`config.mk`:
```
export PLATFORM = sky130hd
export DESIGN_NAME = mem_access_stage_flat
export DESIGN_NICKNAME = d
export VERILOG_FILES = /design/src/rtl/mem_access_stage_if.sv /design/src/rtl/mem_access_stage.sv /design/src/flat_wrapper.sv
export SDC_FILE = /design/constraint.sdc
export NUM_CORES = 1
export LEC_CHECK = 0
export ABC_AREA = 1
export CORE_UTILIZATION = 49
export DETAILED_ROUTE_END_ITERATION = 16
export HOLD_SLACK_MARGIN = 0.02
export PLACE_DENSITY = 0.93
export SYNTH_ARGS = -nofsm -noshare
export SYNTH_HDL_FRONTEND = slang
export SYNTH_SLANG_ARGS = --single-unit
export TNS_END_PERCENT = 5
```
`constraint.sdc`:
```
create_clock -name clk -period 3.25 [get_ports clk]
set_input_delay 0.65 -clock clk [delete_from_list [all_inputs] [get_ports clk]]
set_output_delay 0.65 -clock clk [all_outputs]
set_load 0.05 [all_outputs]
```
`src/rtl/mem_access_stage_if.sv`:
```
// Data-memory port between the MEM stage (master) and the data memory (slave).
// The request fields stay stable from issue until the memory raises ready.
interface mem_access_stage_if #(
    parameter int XLEN = 32
);
    logic            req;
    logic            we;
    logic [XLEN-1:0] addr;
    logic [3:0]      be;
    logic [XLEN-1:0] wdata;
    logic            ready;
    logic [XLEN-1:0] rdata;

    modport master (
        output req, we, addr, be, wdata,
        input  ready, rdata
    );

    modport slave (
        input  req, we, addr, be, wdata,
        output ready, rdata
    );
endinterface

```
`src/rtl/mem_access_stage.sv`:
```
// MEM pipeline stage: issues loads/stores on the data-memory port, aligns and
// extends load data, and stalls upstream while an access is outstanding.
module mem_access_stage #(
    parameter int XLEN   = 32,
    parameter int REG_AW = 5
) (
    input  logic              clk,
    input  logic              rst_n,
    input  logic              in_valid,
    input  logic              in_mem_read,
    input  logic              in_mem_write,
    input  logic [2:0]        in_funct3,
    input  logic [XLEN-1:0]   in_alu_result,
    input  logic [XLEN-1:0]   in_store_data,
    input  logic [REG_AW-1:0] in_rd,
    input  logic              in_reg_write,
    output logic              stall_o,
    mem_access_stage_if.master dmem,
    output logic              wb_valid,
    output logic              wb_reg_write,
    output logic [REG_AW-1:0] wb_rd,
    output logic [XLEN-1:0]   wb_data,
    output logic              wb_exc
);
    typedef enum logic [0:0] {IDLE, BUSY} state_t;

    state_t            state_reg, state_next;
    logic [2:0]        f3_reg;
    logic [1:0]        off_reg;
    logic [REG_AW-1:0] rd_reg;

    logic              is_mem, f3_legal, misaligned, mem_err;
    logic [1:0]        off;
    logic [3:0]        be_next;
    logic [XLEN-1:0]   wdata_next;
    logic [XLEN-1:0]   load_data;
    logic [7:0]        rd_lane [4];
    logic [7:0]        byte_sel;
    logic [15:0]       half_sel;

    assign off    = in_alu_result[1:0];
    assign is_mem = in_mem_read | in_mem_write;

    // Request decode for the instruction currently presented by EX/MEM.
    always_comb begin
        f3_legal   = 1'b0;
        be_next    = 4'b1111;
        wdata_next = '0;
        if (in_mem_read)
            f3_legal = (in_funct3 == 3'b000) || (in_funct3 == 3'b001) || (in_funct3 == 3'b010) ||
                       (in_funct3 == 3'b100) || (in_funct3 == 3'b101);
        else
            f3_legal = (in_funct3 == 3'b000) || (in_funct3 == 3'b001) || (in_funct3 == 3'b010);
        misaligned = ((in_funct3[1:0] == 2'b01) && off[0]) ||
                     ((in_funct3[1:0] == 2'b10) && (off != 2'b00));
        mem_err    = (in_mem_read & in_mem_write) | ~f3_legal | misaligned;
        case (in_funct3[1:0])
            2'b00:   be_next = 4'b0001 << off;
            2'b01:   be_next = off[1] ? 4'b1100 : 4'b0011;
            default: be_next = 4'b1111;
        endcase
        if (in_mem_write) begin
            case (in_funct3[1:0])
                2'b00:   wdata_next = {4{in_store_data[7:0]}};
                2'b01:   wdata_next = {2{in_store_data[15:0]}};
                default: wdata_next = in_store_data;
            endcase
        end
    end

    for (genvar gi = 0; gi < 4; gi++) begin : g_lane
        assign rd_lane[gi] = dmem.rdata[8*gi +: 8];
    end

    assign byte_sel = rd_lane[off_reg];
    assign half_sel = off_reg[1] ? {rd_lane[3], rd_lane[2]} : {rd_lane[1], rd_lane[0]};

    always_comb begin
        case (f3_reg)
            3'b000:  load_data = {{(XLEN-8){byte_sel[7]}}, byte_sel};
            3'b001:  load_data = {{(XLEN-16){half_sel[15]}}, half_sel};
            3'b100:  load_data = {{(XLEN-8){1'b0}}, byte_sel};
            3'b101:  load_data = {{(XLEN-16){1'b0}}, half_sel};
            default: load_data = dmem.rdata;
        endcase
    end

    always_ff @(posedge clk or negedge rst_n) begin
        if (!rst_n) state_reg <= IDLE;
        else        state_reg <= state_next;
    end

    // Stall is released in the completing cycle so EX/MEM can advance in step.
    always_comb begin
        state_next = state_reg;
        stall_o    = 1'b0;
        case (state_reg)
            IDLE: begin
                if (in_valid && is_mem && !mem_err) begin
                    stall_o    = rst_n;
                    state_next = BUSY;
                end
            end
            BUSY: begin
                if (dmem.ready) state_next = IDLE;
                else            stall_o    = rst_n;
            end
            default: state_next = IDLE;
        endcase
    end

    always_ff @(posedge clk or negedge rst_n) begin
        if (!rst_n) begin
            dmem.req     <= 1'b0;
            dmem.we      <= 1'b0;
            dmem.addr    <= '0;
            dmem.be      <= '0;
            dmem.wdata   <= '0;
            f3_reg       <= '0;
            off_reg      <= '0;
            rd_reg       <= '0;
            wb_valid     <= 1'b0;
            wb_reg_write <= 1'b0;
            wb_rd        <= '0;
            wb_data      <= '0;
            wb_exc       <= 1'b0;
        end else begin
            wb_valid <= 1'b0;
            case (state_reg)
                IDLE: begin
                    if (in_valid) begin
                        if (!is_mem || mem_err) begin
                            wb_valid     <= 1'b1;
                            wb_rd        <= in_rd;
                            wb_data      <= in_alu_result;
                            wb_exc       <= is_mem;
                            wb_reg_write <= !is_mem && in_reg_write && (in_rd != '0);
                        end else begin
                            dmem.req   <= 1'b1;
                            dmem.we    <= in_mem_write;
                            dmem.addr  <= {in_alu_result[XLEN-1:2], 2'b00};
                            dmem.be    <= be_next;
                            dmem.wdata <= wdata_next;
                            f3_reg     <= in_funct3;
                            off_reg    <= off;
                            rd_reg     <= in_rd;
                        end
                    end
                end
                BUSY: begin
                    if (dmem.ready) begin
                        dmem.req <= 1'b0;
                        wb_valid <= 1'b1;
                        wb_rd    <= rd_reg;
                        wb_exc   <= 1'b0;
                        if (dmem.we) begin
                            wb_reg_write <= 1'b0;
                            wb_data      <= '0;
                        end else begin
                            wb_reg_write <= (rd_reg != '0);
                            wb_data      <= load_data;
                        end
                    end
                end
                default: ;
            endcase
        end
    end
endmodule

```
`src/flat_wrapper.sv`:
```
// flat-port wrapper written by rule: the top's interface ports become plain ports
module mem_access_stage_flat 
#(
    parameter int XLEN   = 32,
    parameter int REG_AW = 5
)
  (clk, rst_n, in_valid, in_mem_read, in_mem_write, in_funct3, in_alu_result, in_store_data, in_rd, in_reg_write, stall_o, wb_valid, wb_reg_write, wb_rd, wb_data, wb_exc, dmem_req, dmem_we, dmem_addr, dmem_be, dmem_wdata, dmem_ready, dmem_rdata);
  mem_access_stage_if #(.XLEN(XLEN)) dmem_i ();
  input  logic clk;
  input  logic rst_n;
  input  logic in_valid;
  input  logic in_mem_read;
  input  logic in_mem_write;
  input  logic [2:0] in_funct3;
  input  logic [XLEN-1:0] in_alu_result;
  input  logic [XLEN-1:0] in_store_data;
  input  logic [REG_AW-1:0] in_rd;
  input  logic in_reg_write;
  output logic stall_o;
  output logic wb_valid;
  output logic wb_reg_write;
  output logic [REG_AW-1:0] wb_rd;
  output logic [XLEN-1:0] wb_data;
  output logic wb_exc;
  output wire logic [$bits(dmem_i.req)-1:0] dmem_req;
  output wire logic [$bits(dmem_i.we)-1:0] dmem_we;
  output wire logic [$bits(dmem_i.addr)-1:0] dmem_addr;
  output wire logic [$bits(dmem_i.be)-1:0] dmem_be;
  output wire logic [$bits(dmem_i.wdata)-1:0] dmem_wdata;
  input wire logic [$bits(dmem_i.ready)-1:0] dmem_ready;
  input wire logic [$bits(dmem_i.rdata)-1:0] dmem_rdata;
  assign dmem_req = dmem_i.req;
  assign dmem_we = dmem_i.we;
  assign dmem_addr = dmem_i.addr;
  assign dmem_be = dmem_i.be;
  assign dmem_wdata = dmem_i.wdata;
  assign dmem_i.ready = dmem_ready;
  assign dmem_i.rdata = dmem_rdata;
  mem_access_stage #(.XLEN(XLEN), .REG_AW(REG_AW)) u_core (.clk(clk), .rst_n(rst_n), .in_valid(in_valid), .in_mem_read(in_mem_read), .in_mem_write(in_mem_write), .in_funct3(in_funct3), .in_alu_result(in_alu_result), .in_store_data(in_store_data), .in_rd(in_rd), .in_reg_write(in_reg_write), .stall_o(stall_o), .dmem(dmem_i), .wb_valid(wb_valid), .wb_reg_write(wb_reg_write), .wb_rd(wb_rd), .wb_data(wb_data), .wb_exc(wb_exc));
endmodule
```
==> results of run 1 <==
## cell type report
cell class	count	area (µm²)	area share, %
Antenna cell	1	2.50	0.0274
Multi-Input combinational cell	684	2890	31.7
Clock buffer	19	453	4.96
Inverter	32	120	1.31
Tap cell	168	210	2.30
Sequential cell	119	2980	32.6
Clock inverter	13	123	1.34
Timing Repair Buffer	240	2360	25.8
## cell families (layout without fill, tap and decap cells)
family	Yosys count	count (layout)	share of synthesized area (%)
AND/OR/NAND/NOR	599	599	38.4
AO/OA/AOI/OAI	83	83	7.38
other	1	3	0.0598
buffers and inverters	91	304	6.70
flip-flops	119	119	47.4
## power groups by stage
stage          combinational [µW]  sequential, µW  clock [µW]
2_1_floorplan                 786            3140           0
3_3_place_gp                 2880            2060           0
3_5_place_dp                 2930            2070           0
4_1_cts                      2940            2050        1820
5_1_grt                      3140            2090        1900
6_report                     2950            2060        1800
## metrics by stage
stage	utilization [%]	hold slack, ps	cells	area (µm²)	worst slack (ps)
3_3_place_gp	69.8	453	1243	8560	307
6_report	74.5	430	1276	9140	282
5_1_grt	74.5	460	1275	9130	183
3_5_place_dp	69.8	457	1243	8560	284
2_1_floorplan	-	354	894	6280	281
4_1_cts	74.5	432	1275	9130	279
## worst max-delay path, cell delays in order
cell and delay [ps]:
clkdlybuf4s50_1 570, nor2_4 150, nor2_1 50, nor3_1 170
nand2_1 110, inv_2 90, nand2_4 40, a21boi_1 290
buf_12 190
## cells in the final DEF (no fill, tap or decap)
cell type / netlist / layout
clkdlybuf4s50_1: 0 / 217
diode_2: 0 / 1
or2_2: 1 / 1
o21ai_2: 6 / 6
clkinvlp_4: 0 / 4
conb_1: 1 / 2
nand2_1: 393 / 393
o31ai_1: 1 / 1
clkinv_2: 0 / 2
a21oi_1: 17 / 17
clkbuf_16: 0 / 17
nor2_4: 1 / 2
inv_6: 0 / 3
nor4_1: 1 / 1
o211ai_1: 8 / 8
bufinv_16: 0 / 1
a21boi_1: 1 / 1
inv_1: 28 / 28
dfrtp_1: 119 / 119
clkbuf_8: 0 / 2
nor3_1: 7 / 7
o21ai_0: 21 / 21
buf_12: 0 / 1
nand4_1: 1 / 1
nand3_1: 102 / 102
nor2_1: 90 / 90
nand2_4: 0 / 1
buf_4: 3 / 22
o21ai_1: 29 / 29
clkinv_4: 0 / 3
nand3_2: 1 / 1
inv_2: 4 / 4
## final timing paths
path                                        from                     to  slack (ps)  depth (start not counted)
setup / recovery                    in_funct3[0]                stall_o         280                          9
hold / removal                             rst_n       u_core.f3_reg[2]         430                          2
min in group clk           u_core.dmem.wdata[28]  u_core.dmem.wdata[28]         470                          2
max in group asynchronous                  rst_n    u_core.dmem.addr[6]        2150                          2
hold reg to reg            u_core.dmem.wdata[28]  u_core.dmem.wdata[28]         470                          2
setup reg to reg                u_core.state_reg     u_core.wb_data[12]        1130                          7
## metal layers
metal | up-vias | track usage, % | part of all wire, %
met5 | - | 0 | 0
met4 | 0 | 15.0 | 3.7
met3 | 76 | 9.12 | 10
met2 | 432 | 53.2 | 47
met1 | 3153 | 40.1 | 40
li1 | 3233 | - | -
==> impl_metrics.yaml, run 1 <==
global_routing:
  grt_usage_pct: 32.5
  grt_max_degree: 115
  grt_pass1_vias: 6658
  grt_overflow: 0
  antenna_found_initial: 0
  grt_pass1_wl_um: 33000
pwr:
  switchingPower_uw: 2920
  pwr-share-seq_pct: 30.2
  power_leakage_uw: 0.00455
  switching_share_pct: 42.9
  total_power_uw: 6800
  vdd_drop_max_mv: 0.428
  p_comb_share_pct: 43.3
  pwr-share-clk_pct: 26.5
  intPower_uw: 3880
  power.density_nw_per_um2: 745
timing:
  finalSetupTns_ps: 0
  fmax_ghz: 0.337
  period_share_pct: 91.3
  worst_slew_pin_slew_ps: 1120
  setup_viol: 0
  slew_violations: 0
  slew_headroom_pct: 25.0
  rsz0062_at_grt: "false"
  fin_crit_ps: 2970
  fin_skew_ps: 8.01
  finalHoldViolCount: 0
synth:
  ys.warnings.count: 0
  synth.avg_cell_area_um2: 7.03
  synth.distinct_cells: 27
  synth_seq_cells: 119
  synth_edf_count: 0
  synthArstFlopShare_pct: 100
  syn_inst: 893
  yosysMostFrequentCell: "nand2_1"
  netlist_area_um2: 6280
  netlist_top_cells_area: "dfrtp_1 47%, nand2_1 24%, nand3_1 8.1%"
  synthTopCellsByCount: "393 x nand2_1, 119 x dfrtp_1, 102 x nand3_1"
  synth-seq-area-share_pct: 47.4
  synth_top_cell_area_share_pct: 47.4
  synth_top_cell_by_area: "dfrtp_1"
  synth_ff_type: "dfrtp_1"
clock_network:
  cts.sinks: 119
  cts_made_buffers: 17
  htreeDepth: 4
  cts_buffer_depth: 2
  cts_tree: "built"
  clk_pin_slew_ps: 50
  cts-root-buf: "clkbuf_16"
  ctsResizeCount: 0
  cts_hold_buffers: 0
  post_cts_buffers: 0
  worst_skew_pair.late_latency_ps: 410
route:
  drtIter0Drc: 778
  drc_errors: 0
  vias: 6894
  routed_via_density: 5.40
  avgRoutedWirePerCell_um: 16.4
  final_antenna_net_count: 0
  dr.pass1.iters: 8
  routed_wl_um: 20900
outcome:
  outcome: "finished clean"
die:
  floorplan.initialDensity_pct: 51.2
  die_area_um2: 13300
  die_h_um: 115
  io_pins: 222
  core_area_um2: 12300
  die_w_um: 115
  rows: 40
final_layout:
  drive_gt1_share_pct: 6.32
  syn_to_final_growth_pct: 45.6
  nFillCells: 947
  nNetsFinal: 1205
  reg_top3: "u_core.dmem.wdata: 32 flops, u_core.wb_data: 32 flops, u_core.dmem.addr: 30 flops"
worst_setup_path:
  cp.arrival_ps: 2320
  setup.worst_path.end_class: "output pin"
  path_max_fanout: 7
  criticalPathCategory: "primary input to output pin"
  critPathLaunchType: "primary input"
  worst_ep_required_time_ps: 2600
place:
  hpwl_um: 14700
  io_buffers: 219
  place_congestion: 0.937
run:
  cap_violations: 0
worst_hold_path:
  hold_class: "primary input to async pin"
No activity file was read; power rests on OpenSTA's default activity.
==> inputs of run 2 (changes only) <==
- CORE_UTILIZATION: 49 -> 25
- PLACE_DENSITY: 0.93 -> 0.57
==> impl_metrics.yaml, run 2 (same netlist as run 1, synthesis figures left out) <==
outcome:
  outcome: "finished clean"
clock_network:
  post_cts_buffers: 0
  cts_hold_buffers: 0
  cts.sinks: 119
  ctsResizeCount: 0
  htreeDepth: 4
  cts_tree: "built"
  cts_buffer_depth: 2
  worst_skew_pair.late_latency_ps: 420
  cts_made_buffers: 17
  clk_pin_slew_ps: 60
  cts-root-buf: "clkbuf_16"
route:
  avgRoutedWirePerCell_um: 16.1
  vias: 6484
  final_antenna_net_count: 0
  drtIter0Drc: 406
  routed_via_density: 4.53
  drc_errors: 0
  dr.pass1.iters: 5
  routed_wl_um: 23000
worst_setup_path:
  crit_chain: "clkdlybuf4s50_1 > nor2_4 > nor2_1 > nor3_1 > nand2_1 > inv_2 > nand2_4 > a21boi_1 > buf_12"
  cpMaxStageDelayCell: "clkdlybuf4s50_1"
  max_stage_delay_ps: 560
  setup.worst_path.end_class: "output pin"
  critPathLaunchType: "primary input"
  cp.arrival_ps: 2300
  path_max_fanout: 5
  criticalPathCategory: "primary input to output pin"
  worst_ep_required_time_ps: 2600
worst_hold_path:
  hold_class: "primary input to async pin"
die:
  die_h_um: 160
  io_pins: 222
  rows: 57
  die_area_um2: 25700
  core_area_um2: 24500
  floorplan.initialDensity_pct: 25.7
  die_w_um: 160
final_layout:
  insertedDiodeCount: 0
  reg_top3: "u_core.dmem.wdata: 32 flops, u_core.wb_data: 32 flops, u_core.dmem.addr: 30 flops"
  nNetsFinal: 1204
  final_cell_mix: "393 x nand2_1, 217 x clkdlybuf4s50_1, 119 x dfrtp_1"
  fin_area_um2: 9420
  layout_commonest_cell: "nand2_1"
  syn_to_final_growth_pct: 50.2
  drive_gt1_share_pct: 6.24
  fin_util_pct: 38.5
global_routing:
  grt_pass1_wl_um: 35700
  grt_usage_pct: 18.1
  grt_pass1_vias: 6329
  antenna_found_initial: 0
  grt_overflow: 0
  grt_max_degree: 120
timing:
  finalSetupTns_ps: 0
  slew_violations: 0
  finalHoldViolCount: 0
  fmax_ghz: 0.339
  worst_slew_pin_slew_ps: 766
  slew_headroom_pct: 48.9
  fin_crit_ps: 2950
  rsz0062_at_grt: "false"
  period_share_pct: 90.9
  fin_skew_ps: 9.85
  setup_viol: 0
pwr:
  switching_share_pct: 41.8
  pwr-share-seq_pct: 29.1
  power_leakage_uw: 0.00460
  power.density_nw_per_um2: 756
  intPower_uw: 4140
  switchingPower_uw: 2980
  pwr-share-clk_pct: 29.8
  vdd_drop_max_mv: 0.314
  p_comb_share_pct: 41.1
place:
  place_congestion: 0.817
  hpwl_um: 15900
  io_buffers: 219
  placed_area_um2: 8770
run:
  cap_violations: 0
## run 2: cell types whose count changed in the layout (fill, tap and decap cells not counted)
cell	previous run	this run
buf_12	1	3
buf_4	22	19
bufinv_16	1	4
clkbuf_8	2	3
clkinv_2	2	0
clkinv_4	3	2
clkinvlp_4	4	2
diode_2	1	0
inv_6	3	4
## run 2: per-stage QoR
stage	worst slack, ps	instances	hold WS (ps)	total power, µW
after global routing	204	1430	419	7470
after floorplan	281	894	354	3930
after CTS	274	1430	393	7200
after detailed placement	284	1398	458	5030
after global placement	310	1398	454	5020
final	297	1430	285	7120
## run 2: cell type report
cell class | instances | area [µm²]
Multi-Input combinational cell | 684 | 2890
Clock buffer | 20 | 467
Sequential cell | 119 | 2980
Fill cell | 2525 | 15000
Tap cell | 324 | 405
Clock inverter | 12 | 188
Inverter | 32 | 120
Timing Repair Buffer | 239 | 2370
## run 2: routing by layer
layer	vias up	share of wire (%)	track usage, %
met5	-	0	0
met4	0	1.9	6.06
met3	26	8.3	5.71
met2	237	45	28.2
met1	2992	44	23.5
li1	3229	-	-
## run 2: worst max-delay path, delay by kind of cell
family	cells	cell delay (ps)
AO/OA/AOI/OAI	1	210
buffers and inverters	3	840
AND/OR/NAND/NOR	5	590
## run 2: path summary, 6_finish.rpt
check	from	endpoint	slack, ps	cells past startpoint
max	in_funct3[0]	stall_o	300	9
min	rst_n	u_core.dmem.addr[26]	280	2
max reg2reg	u_core.f3_reg[1]	u_core.wb_data[16]	870	9
min reg2reg	u_core.off_reg[1]	u_core.off_reg[1]	470	2
max in group asynchronous	rst_n	u_core.off_reg[1]	2340	2
min in group clk	u_core.off_reg[1]	u_core.off_reg[1]	470	2
## run 2: power groups by stage
stage / logic, µW / registers (µW) / clock network [µW]
floorplan: 786 / 3140 / 0
global placement: 2930 / 2100 / 0
detailed placement: 2940 / 2100 / 0
CTS: 2950 / 2080 / 2170
global route: 3120 / 2120 / 2230
finish: 2930 / 2070 / 2120
